<file path="src/rtl/ladder_lap_monitor_if.sv">
// Lap event stream between the lap monitor and the reporting logic.
// The producer owns valid and payload; the consumer owns ready.
interface ladder_lap_monitor_if #(
    parameter int CNT_W = 4,
    parameter int LAP_W = 8
);
    logic             evt_valid;
    logic             evt_ready;
    logic [LAP_W-1:0] evt_lap;
    logic [CNT_W-1:0] evt_residue;

    modport master (
        output evt_valid,
        output evt_lap,
        output evt_residue,
        input  evt_ready
    );

    modport slave (
        input  evt_valid,
        input  evt_lap,
        input  evt_residue,
        output evt_ready
    );
endinterface

</file>
<file path="src/rtl/ladder_lap_monitor.sv">
// Watches a delta ladder counter, flags bad steps, counts wrap-arounds and
// queues one lap event per wrap into a small first-word-fall-through FIFO.
module ladder_lap_monitor #(
    parameter int CNT_W      = 4,
    parameter int DELTA_W    = 3,
    parameter int LAP_W      = 8,
    parameter int FIFO_DEPTH = 4
) (
    input  logic                 clk,
    input  logic                 resetn,
    input  logic                 en,
    input  logic [CNT_W-1:0]     count,
    input  logic [DELTA_W-1:0]   delta,
    input  logic [LAP_W-1:0]     lap_limit,
    input  logic                 clear,
    ladder_lap_monitor_if.master evt,
    output logic [LAP_W-1:0]     lap_count,
    output logic                 done,
    output logic                 step_err,
    output logic [3:0]           drop_cnt
);

    localparam int PTR_W   = (FIFO_DEPTH > 1) ? $clog2(FIFO_DEPTH) : 1;
    localparam int OCC_W   = PTR_W + 1;
    localparam int ENTRY_W = LAP_W + CNT_W;

    typedef enum logic [1:0] {
        S_IDLE  = 2'd0,
        S_TRACK = 2'd1,
        S_DONE  = 2'd2
    } state_t;

    state_t             state_reg;
    state_t             state_next;
    logic [CNT_W-1:0]   prev_reg;
    logic [LAP_W-1:0]   lap_reg;
    logic               err_reg;
    logic [3:0]         drop_reg;
    logic [PTR_W-1:0]   wr_ptr_reg;
    logic [PTR_W-1:0]   rd_ptr_reg;
    logic [OCC_W-1:0]   occ_reg;

    logic [ENTRY_W-1:0] mem [FIFO_DEPTH];
    logic [ENTRY_W-1:0] head;

    logic               capture;
    logic               check;
    logic               wrap;
    logic               limit_hit;
    logic [CNT_W-1:0]   expected;
    logic [LAP_W-1:0]   lap_inc;
    logic               push_req;
    logic               fifo_empty;
    logic               fifo_full;
    logic               pop;
    logic               push_ok;
    logic               drop;

    // Step arithmetic; at most one wrap per step, so an unsigned compare suffices.
    assign wrap      = (count < prev_reg);
    assign expected  = prev_reg + CNT_W'(delta);
    assign lap_inc   = lap_reg + LAP_W'(1);
    assign limit_hit = (lap_limit != '0) && (lap_inc == lap_limit);

    always_comb begin
        state_next = state_reg;
        capture    = 1'b0;
        check      = 1'b0;
        case (state_reg)
            S_IDLE: begin
                if (en) begin
                    capture    = 1'b1;
                    state_next = S_TRACK;
                end
            end
            S_TRACK: begin
                if (en) begin
                    capture = 1'b1;
                    check   = 1'b1;
                    if (wrap && limit_hit) begin
                        state_next = S_DONE;
                    end
                end
            end
            S_DONE: begin
                state_next = S_DONE;
            end
            default: begin
                state_next = S_IDLE;
            end
        endcase
        // A restart overrides whatever the sample would have done.
        if (clear) begin
            state_next = S_IDLE;
            capture    = 1'b0;
            check      = 1'b0;
        end
    end

    always_ff @(posedge clk or posedge resetn) begin
        if (resetn) begin
            state_reg <= S_IDLE;
        end else begin
            state_reg <= state_next;
        end
    end

    assign fifo_empty = (occ_reg == '0);
    assign fifo_full  = (occ_reg == OCC_W'(FIFO_DEPTH));
    assign push_req   = check && wrap;
    assign pop        = !fifo_empty && evt.evt_ready;
    // A full FIFO still accepts a push when the head leaves in the same cycle.
    assign push_ok    = push_req && (!fifo_full || pop);
    assign drop       = push_req && fifo_full && !pop;

    always_ff @(posedge clk or posedge resetn) begin
        if (resetn) begin
            prev_reg   <= '0;
            lap_reg    <= '0;
            err_reg    <= 1'b0;
            drop_reg   <= '0;
            wr_ptr_reg <= '0;
            rd_ptr_reg <= '0;
            occ_reg    <= '0;
        end else if (clear) begin
            prev_reg   <= '0;
            lap_reg    <= '0;
            err_reg    <= 1'b0;
            drop_reg   <= '0;
            wr_ptr_reg <= '0;
            rd_ptr_reg <= '0;
            occ_reg    <= '0;
        end else begin
            if (capture) begin
                prev_reg <= count;
            end
            if (check && (count != expected)) begin
                err_reg <= 1'b1;
            end
            if (push_req) begin
                lap_reg <= lap_inc;
            end
            if (drop && (drop_reg != 4'hF)) begin
                drop_reg <= drop_reg + 4'd1;
            end
            if (push_ok) begin
                wr_ptr_reg <= wr_ptr_reg + PTR_W'(1);
            end
            if (pop) begin
                rd_ptr_reg <= rd_ptr_reg + PTR_W'(1);
            end
            case ({push_ok, pop})
                2'b10:   occ_reg <= occ_reg + OCC_W'(1);
                2'b01:   occ_reg <= occ_reg - OCC_W'(1);
                default: occ_reg <= occ_reg;
            endcase
        end
    end

    // Storage needs no reset: occupancy alone decides what is visible.
    always_ff @(posedge clk) begin
        if (push_ok) begin
            mem[wr_ptr_reg] <= {lap_inc, count};
        end
    end

    assign head            = mem[rd_ptr_reg];
    assign evt.evt_valid   = !fifo_empty;
    assign evt.evt_lap     = fifo_empty ? '0 : head[ENTRY_W-1:CNT_W];
    assign evt.evt_residue = fifo_empty ? '0 : head[CNT_W-1:0];

    assign lap_count = lap_reg;
    assign done      = (state_reg == S_DONE);
    assign step_err  = err_reg;
    assign drop_cnt  = drop_reg;

endmodule

</file>
<file path="src/flat_wrapper.sv">
// flat-port wrapper written by rule: the top's interface ports become plain ports
module ladder_lap_monitor_flat 
#(
    parameter int CNT_W      = 4,
    parameter int DELTA_W    = 3,
    parameter int LAP_W      = 8,
    parameter int FIFO_DEPTH = 4
)
  (clk, resetn, en, count, delta, lap_limit, clear, lap_count, done, step_err, drop_cnt, evt_evt_valid, evt_evt_lap, evt_evt_residue, evt_evt_ready);
  ladder_lap_monitor_if #(.CNT_W(CNT_W), .LAP_W(LAP_W)) evt_i ();
  input  logic clk;
  input  logic resetn;
  input  logic en;
  input  logic [CNT_W-1:0] count;
  input  logic [DELTA_W-1:0] delta;
  input  logic [LAP_W-1:0] lap_limit;
  input  logic clear;
  output logic [LAP_W-1:0] lap_count;
  output logic done;
  output logic step_err;
  output logic [3:0] drop_cnt;
  output wire logic [$bits(evt_i.evt_valid)-1:0] evt_evt_valid;
  output wire logic [$bits(evt_i.evt_lap)-1:0] evt_evt_lap;
  output wire logic [$bits(evt_i.evt_residue)-1:0] evt_evt_residue;
  input wire logic [$bits(evt_i.evt_ready)-1:0] evt_evt_ready;
  assign evt_evt_valid = evt_i.evt_valid;
  assign evt_evt_lap = evt_i.evt_lap;
  assign evt_evt_residue = evt_i.evt_residue;
  assign evt_i.evt_ready = evt_evt_ready;
  ladder_lap_monitor #(.CNT_W(CNT_W), .DELTA_W(DELTA_W), .LAP_W(LAP_W), .FIFO_DEPTH(FIFO_DEPTH)) u_core (.clk(clk), .resetn(resetn), .en(en), .count(count), .delta(delta), .lap_limit(lap_limit), .clear(clear), .evt(evt_i), .lap_count(lap_count), .done(done), .step_err(step_err), .drop_cnt(drop_cnt));
endmodule
</file>
<file path="config.mk">
export PLATFORM = sky130hd
export DESIGN_NAME = ladder_lap_monitor_flat
export DESIGN_NICKNAME = d
export VERILOG_FILES = /design/src/rtl/ladder_lap_monitor_if.sv /design/src/rtl/ladder_lap_monitor.sv /design/src/flat_wrapper.sv
export SDC_FILE = /design/constraint.sdc
export NUM_CORES = 1
export LEC_CHECK = 0
export CAP_MARGIN = 20
export CORE_MARGIN = 2
export CORE_UTILIZATION = 50
export CTS_BUF_LIST = sky130_fd_sc_hd__clkbuf_4 sky130_fd_sc_hd__clkbuf_8
export DETAILED_ROUTE_END_ITERATION = 7
export HOLD_SLACK_MARGIN = 0.02
export PLACE_DENSITY = 0.73
export SLEW_MARGIN = 30
export SYNTH_ARGS = -nofsm -noshare
export SYNTH_HDL_FRONTEND = slang
export SYNTH_SLANG_ARGS = --single-unit
</file>
<file path="constraint.sdc">
create_clock -name clk -period 3.4 [get_ports clk]
set_input_delay 0.85 -clock clk [delete_from_list [all_inputs] [get_ports clk]]
set_output_delay 0.85 -clock clk [all_outputs]
set_load 0.005 [all_outputs]
</file>
==> reports/metrics.cfg <==
[sta]
setup_viol=0
report.final.hold_viol_count=0
slew_headroom=0.574
crit_path_time_final_ns=3.24
tns_ns=0
max_freq_mhz=309
grt_setup_unrepaired=false
worst_slew_pin_slew_ns=0.639
timing_max_transition_violations_final=0
period_utilisation_layout=0.953
timing.clock.skew_ns=0.00688

[synthesis]
combinational_family_with_the_most_area_after_synthesis=simple AND/OR/NAND/NOR gates
synthMostInstantiatedCell=edfxtp_1
mappedNetlistNets=315
synth_compound_area_frac=0.0462
number_of_flops_mapped_to_enable_cells_by_yosys=48
synth.top_cells.by_area=edfxtp_1 39%, dfrtp_1 18%, mux4_2 7.3%
post_synth_instance_area_um2=3680
yosys.area_share.xor_xnor=0.0761
yosysUniqueCellTypes=41
synthCells=277
muxShareOfSynthArea=0.103
ys_seq_elements=74
synth_top_area_share=0.391
post_synth_and_or_nand_nor_area_fraction=0.116
synth_top_flop_cell=edfxtp_1
synthArstFlopShare=0.351
yosys_warnings=0
cell_type_with_the_highest_aggregate_area_in_the_netlist=edfxtp_1
post_synth_adder_cell_area=0.0652
mean_post_synth_cell_area_um2=13.3
synth_commonest_cells=48 x edfxtp_1, 32 x nor2_1, 26 x dfrtp_1, 18 x xor2_1, 17 x and2_1
synth.yosys.seq_area_share=0.568

[setup_path]
timing.critical_path.buf_inv=1
ff2ff_setup_slack_ns=0.72
timing.critical_path.cells=clkdlybuf4s50_1 > ha_1 > o21ai_0 > or2b_2 > a211oi_2 > nor2_1 > fa_1 > or3_1 > a21o_1 > a31oi_1
critical_path.startpoint_type=input port
worstPathMaxFanout=4
r2r-start=u_core.prev_reg[2]
timing.critical_path.slowest_stage_cell=clkdlybuf4s50_1
timing.reg2reg.worst_path_depth=10
cpPeakStageDelay_ns=0.44
path_delay_family=simple AND/OR/NAND/NOR gates
setup.worst_path.class=input port to flip-flop
timing.critical_path.to_type=flip-flop
worstSetupEndpoint=u_core.occ_reg[2]
cp_data_arrival_time_ns=3.51
worstSetupStartpoint=count[2]
worst-endpoint-required_ns=3.67
rr_endpoint=u_core.occ_reg[2]
crit_path_depth=10

[route]
firstDrtPassIters=4
post_drt_via_cell_ratio=5.15
remaining_drc_errors=0
antenna_left=0
detail_route.iter0.violations=89
detailroute.via_count=2345
drt_wl_total_um=7030
wire_per_inst_um=15.5

[grt]
grt_use_total=0.187
grt_start_max_net_pins=27
gr-total-overflow=0
grt_pass1_vias=2419
global_route_wire_length_before_repair_um=11800
antenna_violations_before_repair=0

[power]
sw_frac_of_total=0.291
internal_power_w=0.00158
share_clk_of_total_power=0.284
vdd_ir_drop_max_mv=0.282
netSwitchingPower_w=0.000648
sequential_power_share=0.465
static-leakage-power_nw=1.81
cellPowerDensity_nw_per_um2=482
combinationalPowerShare=0.252

[cts]
holdBufCountCts=0
worstSkewPairLatency_ns=0.35
tritoncts.num_buffers=9
ctsHtreeMaxLevel=3
cts.root.buffer_cell=clkbuf_8
cts.sink_count=74
cts_max_path_buffers=2
cts_clock_pin_slew_for_the_worst_setup_and_hold_paths_ns=0.08
cts_tree=yes

[job]
maxCapViolCount=0

[place]
finalWeightedCongestion=0.779
placedInstanceArea_um2=4430
place.detailed.hpwl_um=5220
port_bufs=46

[cells_and_area]
antenna-diode-count=0
largest-register=u_core.mem
num-nets-final=389
n_fill_cell=566
post_layout_inst_area_um2=4620
layout-area-overhead-vs-synth_pct=25.4
largest_register_ffs=48
drive_above_1_share=0.171

[hold_path]
worstHoldStart=u_core.step_err
hold_class=flip-flop to flip-flop

[die]
ios=47
core_um2=7180
die_height_um=89.8
floorplan.initialDensity=0.513
design.die.area_um2=8070
floorplan.die.width_um=89.8
placementRows=31

[run_status]
result_of_the_run=complete, no violations

==> final cells by class <==
type                    count  area (um2)  share of cell area
repair buffers             73         663               0.144
inverters                  13        48.8              0.0106
flip-flops and latches     74        2090               0.453
clock buffers               9         124              0.0268
clock inverters             7        61.3              0.0133
well taps                  99         124              0.0268
multi-input cells         180        1500               0.326
==> per-stage QoR <==
stage / util / power, W / setup WS, ns / hold WS, ns / instances
after detailed placement: 0.617 / 0.00162 / -0.284 / 0.491 / 439
final: 0.643 / 0.00223 / 0.161 / 0.516 / 455
after CTS: 0.643 / 0.00225 / 0.0780 / 0.524 / 455
after global routing: 0.643 / 0.00235 / 0.0210 / 0.560 / 455
after floorplan: - / 0.00139 / 0.0523 / 0.491 / 277
after global placement: 0.617 / 0.00160 / -0.177 / 0.492 / 439
==> timing repair <==
item | CTS | global route
gates resized for setup | 0 | 1
setup buffers | 0 | 0
endpoints found under the setup margin | 0 | 1
==> per-layer routing <==
metal | part of all wire | wire, um | GRT usage | vias up
met5 | 0 | 0 | 0 | -
met3 | 0.026 | 185 | 0.0344 | 13
li1 | - | - | - | 1136
met1 | 0.44 | 3120 | 0.231 | 1156
met2 | 0.51 | 3570 | 0.324 | 40
met4 | 0.022 | 156 | 0.0821 | 0
==> layout by cell type, fill, tap and decap left out, types with 3 or more instances in the layout <==
cell | synthesis | layout
a21o_1 | 3 | 3
a21oi_1 | 3 | 3
and2_1 | 17 | 17
buf_4 | 0 | 27
clkbuf_8 | 0 | 9
clkdlybuf4s50_1 | 0 | 46
dfrtp_1 | 26 | 26
edfxtp_1 | 48 | 48
ha_1 | 16 | 16
inv_1 | 13 | 13
mux2i_1 | 11 | 11
mux4_2 | 12 | 12
nand2_1 | 9 | 9
nand2b_1 | 4 | 4
nand3_1 | 11 | 11
nor2_1 | 32 | 32
o21ai_0 | 4 | 4
or3_1 | 3 | 3
xnor2_1 | 14 | 14
xor2_1 | 18 | 18
==> worst register-to-register path, cell delays in order, from the launching register on <==
cell and delay [ns]:
dfrtp_1 0.38, inv_1 0.05, ha_1 0.26, o21ai_0 0.13, or2b_2 0.33, a211oi_2 0.27
nor2_1 0.08, fa_1 0.41, or3_1 0.38, a21o_1 0.18, a31oi_1 0.13
==> worst min-delay path by stage <==
stage / to / slack (ns) / cells past startpoint
6_report: u_core.step_err / 0.52 / 2
3_5_place_dp: u_core.step_err / 0.49 / 2
2_1_floorplan: u_core.step_err / 0.49 / 2
3_3_place_gp: u_core.step_err / 0.49 / 2
5_1_grt: u_core.step_err / 0.56 / 2
4_1_cts: u_core.step_err / 0.52 / 2
==> cells by family after synthesis <==
group / count (synthesis)
AO/OA/AOI/OAI: 22
XOR/XNOR: 32
adder cells (fa/ha/maj): 18
buffers and inverters: 23
flip-flops: 74
multiplexers: 23
AND/OR/NAND/NOR: 85
==> power groups by stage <==
stage / combinational [W] / clock [W] / sequential (W)
CTS: 0.000569 / 0.000642 / 0.00103
global route: 0.000619 / 0.000687 / 0.00104
finish: 0.000560 / 0.000631 / 0.00103
floorplan: 0.000350 / 0 / 0.00104
global placement: 0.000546 / 0 / 0.00105
detailed placement: 0.000565 / 0 / 0.00105
Power figures use the tool's default switching activity.
==> variant, RTL diff (config.mk and constraints unchanged) <==
`CNT_W` is set to 4 in 3 places; all go to 6.
--- a/src/rtl/ladder_lap_monitor_if.sv
+++ b/src/rtl/ladder_lap_monitor_if.sv
@@ -3,3 +3,3 @@
 interface ladder_lap_monitor_if #(
-    parameter int CNT_W = 4,
+    parameter int CNT_W = 6,
     parameter int LAP_W = 8
--- a/src/rtl/ladder_lap_monitor.sv
+++ b/src/rtl/ladder_lap_monitor.sv
@@ -3,3 +3,3 @@
 module ladder_lap_monitor #(
-    parameter int CNT_W      = 4,
+    parameter int CNT_W      = 6,
     parameter int DELTA_W    = 3,
--- a/src/flat_wrapper.sv
+++ b/src/flat_wrapper.sv
@@ -3,3 +3,3 @@
 #(
-    parameter int CNT_W      = 4,
+    parameter int CNT_W      = 6,
     parameter int DELTA_W    = 3,
Interface: changed (resized count and evt_evt_residue); port bits go from 47 to 51. No check against the original RTL was run, so the function may have changed too.
==> variant against the original RTL <==
  * Combinational power fell by 25%
  * Final area rose by 13%
  * Global-route usage barely moved
  * Core utilization fell by 1.2 points
  * Worst setup slack improved by 0.11 ns
  * Power rose by 0.50%
  * Wire length rose by 20%
  * Sequential cell count rose by 10
  * Synthesized cell count rose by 15%
  * Non-clock buffer count fell by 7
  * Area after synthesis rose by 17%
  * Critical endpoint unchanged
==> variant: results (changes against the original RTL) <==
{| class="wikitable"
! Metric !! Value
|-
| Sequential fraction of the synthesis area || 55.43% (-1.4 points)
|-
| Number of global-route vias before repair || 2822 (+17%)
|-
| Outcome || finished, final reports clean
|-
| Total wirelength of the detailed-routed design || 8.443 mm (+20%)
|-
| Area fraction in compound gates after synthesis || 6.026% (+1.4 points)
|-
| Fillcell total || 650 (+15%)
|-
| Total Routing Usage GR || 18.73% (about the same)
|-
| Maximum number of pins on one net before global-route repair || 36 (+33%)
|-
| Most common library cells after synthesis || sky130_fd_sc_hd__edfxtp_1, sky130_fd_sc_hd__dfrtp_1, sky130_fd_sc_hd__nor2_1, sky130_fd_sc_hd__xnor2_1
|-
| Xor-xnor portion of the synthesized cell area || 7.482% (-0.13 points)
|-
| Fraction of synthesis flops using an asynchronous set or reset pin || 33.33% (-1.8 points)
|-
| First-pass GRT wire length || 13.95 mm (+19%)
|-
| Adder-cell area share of the yosys netlist || 6.172% (-0.35 points)
|-
| Routability Congestion || 0.7970 (+2.3%)
|-
| Lkg Pwr || 1.938 nW (+7.0%)
|-
| Count of port buffers added during placement || 50 (+8.7%)
|-
| Reg-to-reg critical path startpoint || u_core.occ_reg[2]$_DFFE_PP0P_
|-
| Dominant cells by area after synthesis || sky130_fd_sc_hd__edfxtp_1, sky130_fd_sc_hd__dfrtp_1, sky130_fd_sc_hd__mux4_2, sky130_fd_sc_hd__ha_1, sky130_fd_sc_hd__xnor2_1
|-
| First-iteration detailed-routing DRC count || 113 (+27%)
|-
| Syn_nets || 360 (+14%)
|-
| Critical path data arrival time || 3.34 ns (-0.17 ns)
|-
| Peak supply drop || 0.0002280 V (-19%)
|-
| Share of synthesized area spent on multiplexers || 10.13% (-0.20 points)
|-
| Setup slack on the worst flop-to-flop path || 0.87 ns (+0.15 ns)
|-
| Cell Pwr Density || 428.9 mW/mm^2 (-11%)
|-
| Slowest stage delay, CP || 0.55 ns (+0.11 ns)
|-
| Dpl ws || -0.05734 ns (+0.2263 ns)
|-
| Top fanout value on the critical path || 7 (+3)
|-
| Share of layout cells above drive strength 1 || 14.73% (-2.4 points)
|-
| Unique masters post-synth || 46 (+12%)
|-
| Final-stage net count || 424 (+9.0%)
|-
| Critical Path Source || count[4]
|-
| Number of flops mapped to enable cells by yosys || 56 (+17%)
|-
| Startpoint of the worst hold path || u_core.occ_reg[1]$_DFFE_PP0P_
|-
| HPWL reported at the end of detailed placement || 5.976 mm (+14%)
|-
| Max reg flops || 56 (+17%)
|}
-- variant: per-layer routing --
metal | global-route usage (%) | wire length [um] | vias up
met5 | 0 | 0 | -
met4 | 4.009 | 108 | 0
met3 | 4.263 | 341 | 15
met2 | 32.00 | 4206 | 67
met1 | 24.67 | 3787 | 1347
li1 | - | - | 1288
-- variant: critical path, delay by kind of cell --
kind                     cells  cell delay [ns]
adder cells (fa/ha/maj)      2             0.75
AO/OA/AOI/OAI                5             0.75
buffers and inverters        1             0.55
AND/OR/NAND/NOR              2             0.44
-- variant: logic make-up after synthesis --
| group | Yosys count |
|---|---|
| AND/OR/NAND/NOR | 89 |
| multiplexers | 26 |
| flip-flops | 84 |
| XOR/XNOR | 35 |
| AO/OA/AOI/OAI | 35 |
| adder cells (fa/ha/maj) | 20 |
| buffers and inverters | 29 |
-- variant: through the flow --
stage          instance area, sq um  total power [mW]  utilization, %  hold WS [ns]  std cells
6_report                       5215             2.237           63.15        0.5677        492
3_3_place_gp                   5032             1.595           60.94        0.5270        476
4_1_cts                        5215             2.257           63.15        0.5656        492
3_5_place_dp                   5032             1.607           60.94        0.5342        476
2_1_floorplan                  4298             1.464               -        0.5042        318
5_1_grt                        5215             2.355           63.15        0.5927        492
-- variant: final timing paths --
kind / to / cells past startpoint
worst max-delay path: u_core.occ_reg[2]$_DFFE_PP0P_ / 10
max in group asynchronous: u_core.rd_ptr_reg[0]$_DFFE_PP0P_ / 3
worst min-delay path: u_core.occ_reg[1]$_DFFE_PP0P_ / 1
worst min register to register: u_core.occ_reg[1]$_DFFE_PP0P_ / 1
min in group asynchronous: u_core.state_reg[0]$_DFFE_PP0P_ / 3
worst max register to register: u_core.occ_reg[2]$_DFFE_PP0P_ / 7
-- variant: area by class of cell --
type / count / share of cell area [%]
Timing Repair Buffer: 66 / 12.86
Clock buffer: 9 / 2.375
Clock inverter: 7 / 1.128
Sequential cell: 84 / 45.68
Inverter: 16 / 1.152
Multi-Input combinational cell: 205 / 34.28
Tap cell: 105 / 2.519
-- variant: power by group --
group | switching [mW] | internal, mW | total, mW
registers | 0.0344 | 1.12 | 1.16
clock network | 0.381 | 0.277 | 0.658
logic | 0.215 | 0.205 | 0.420
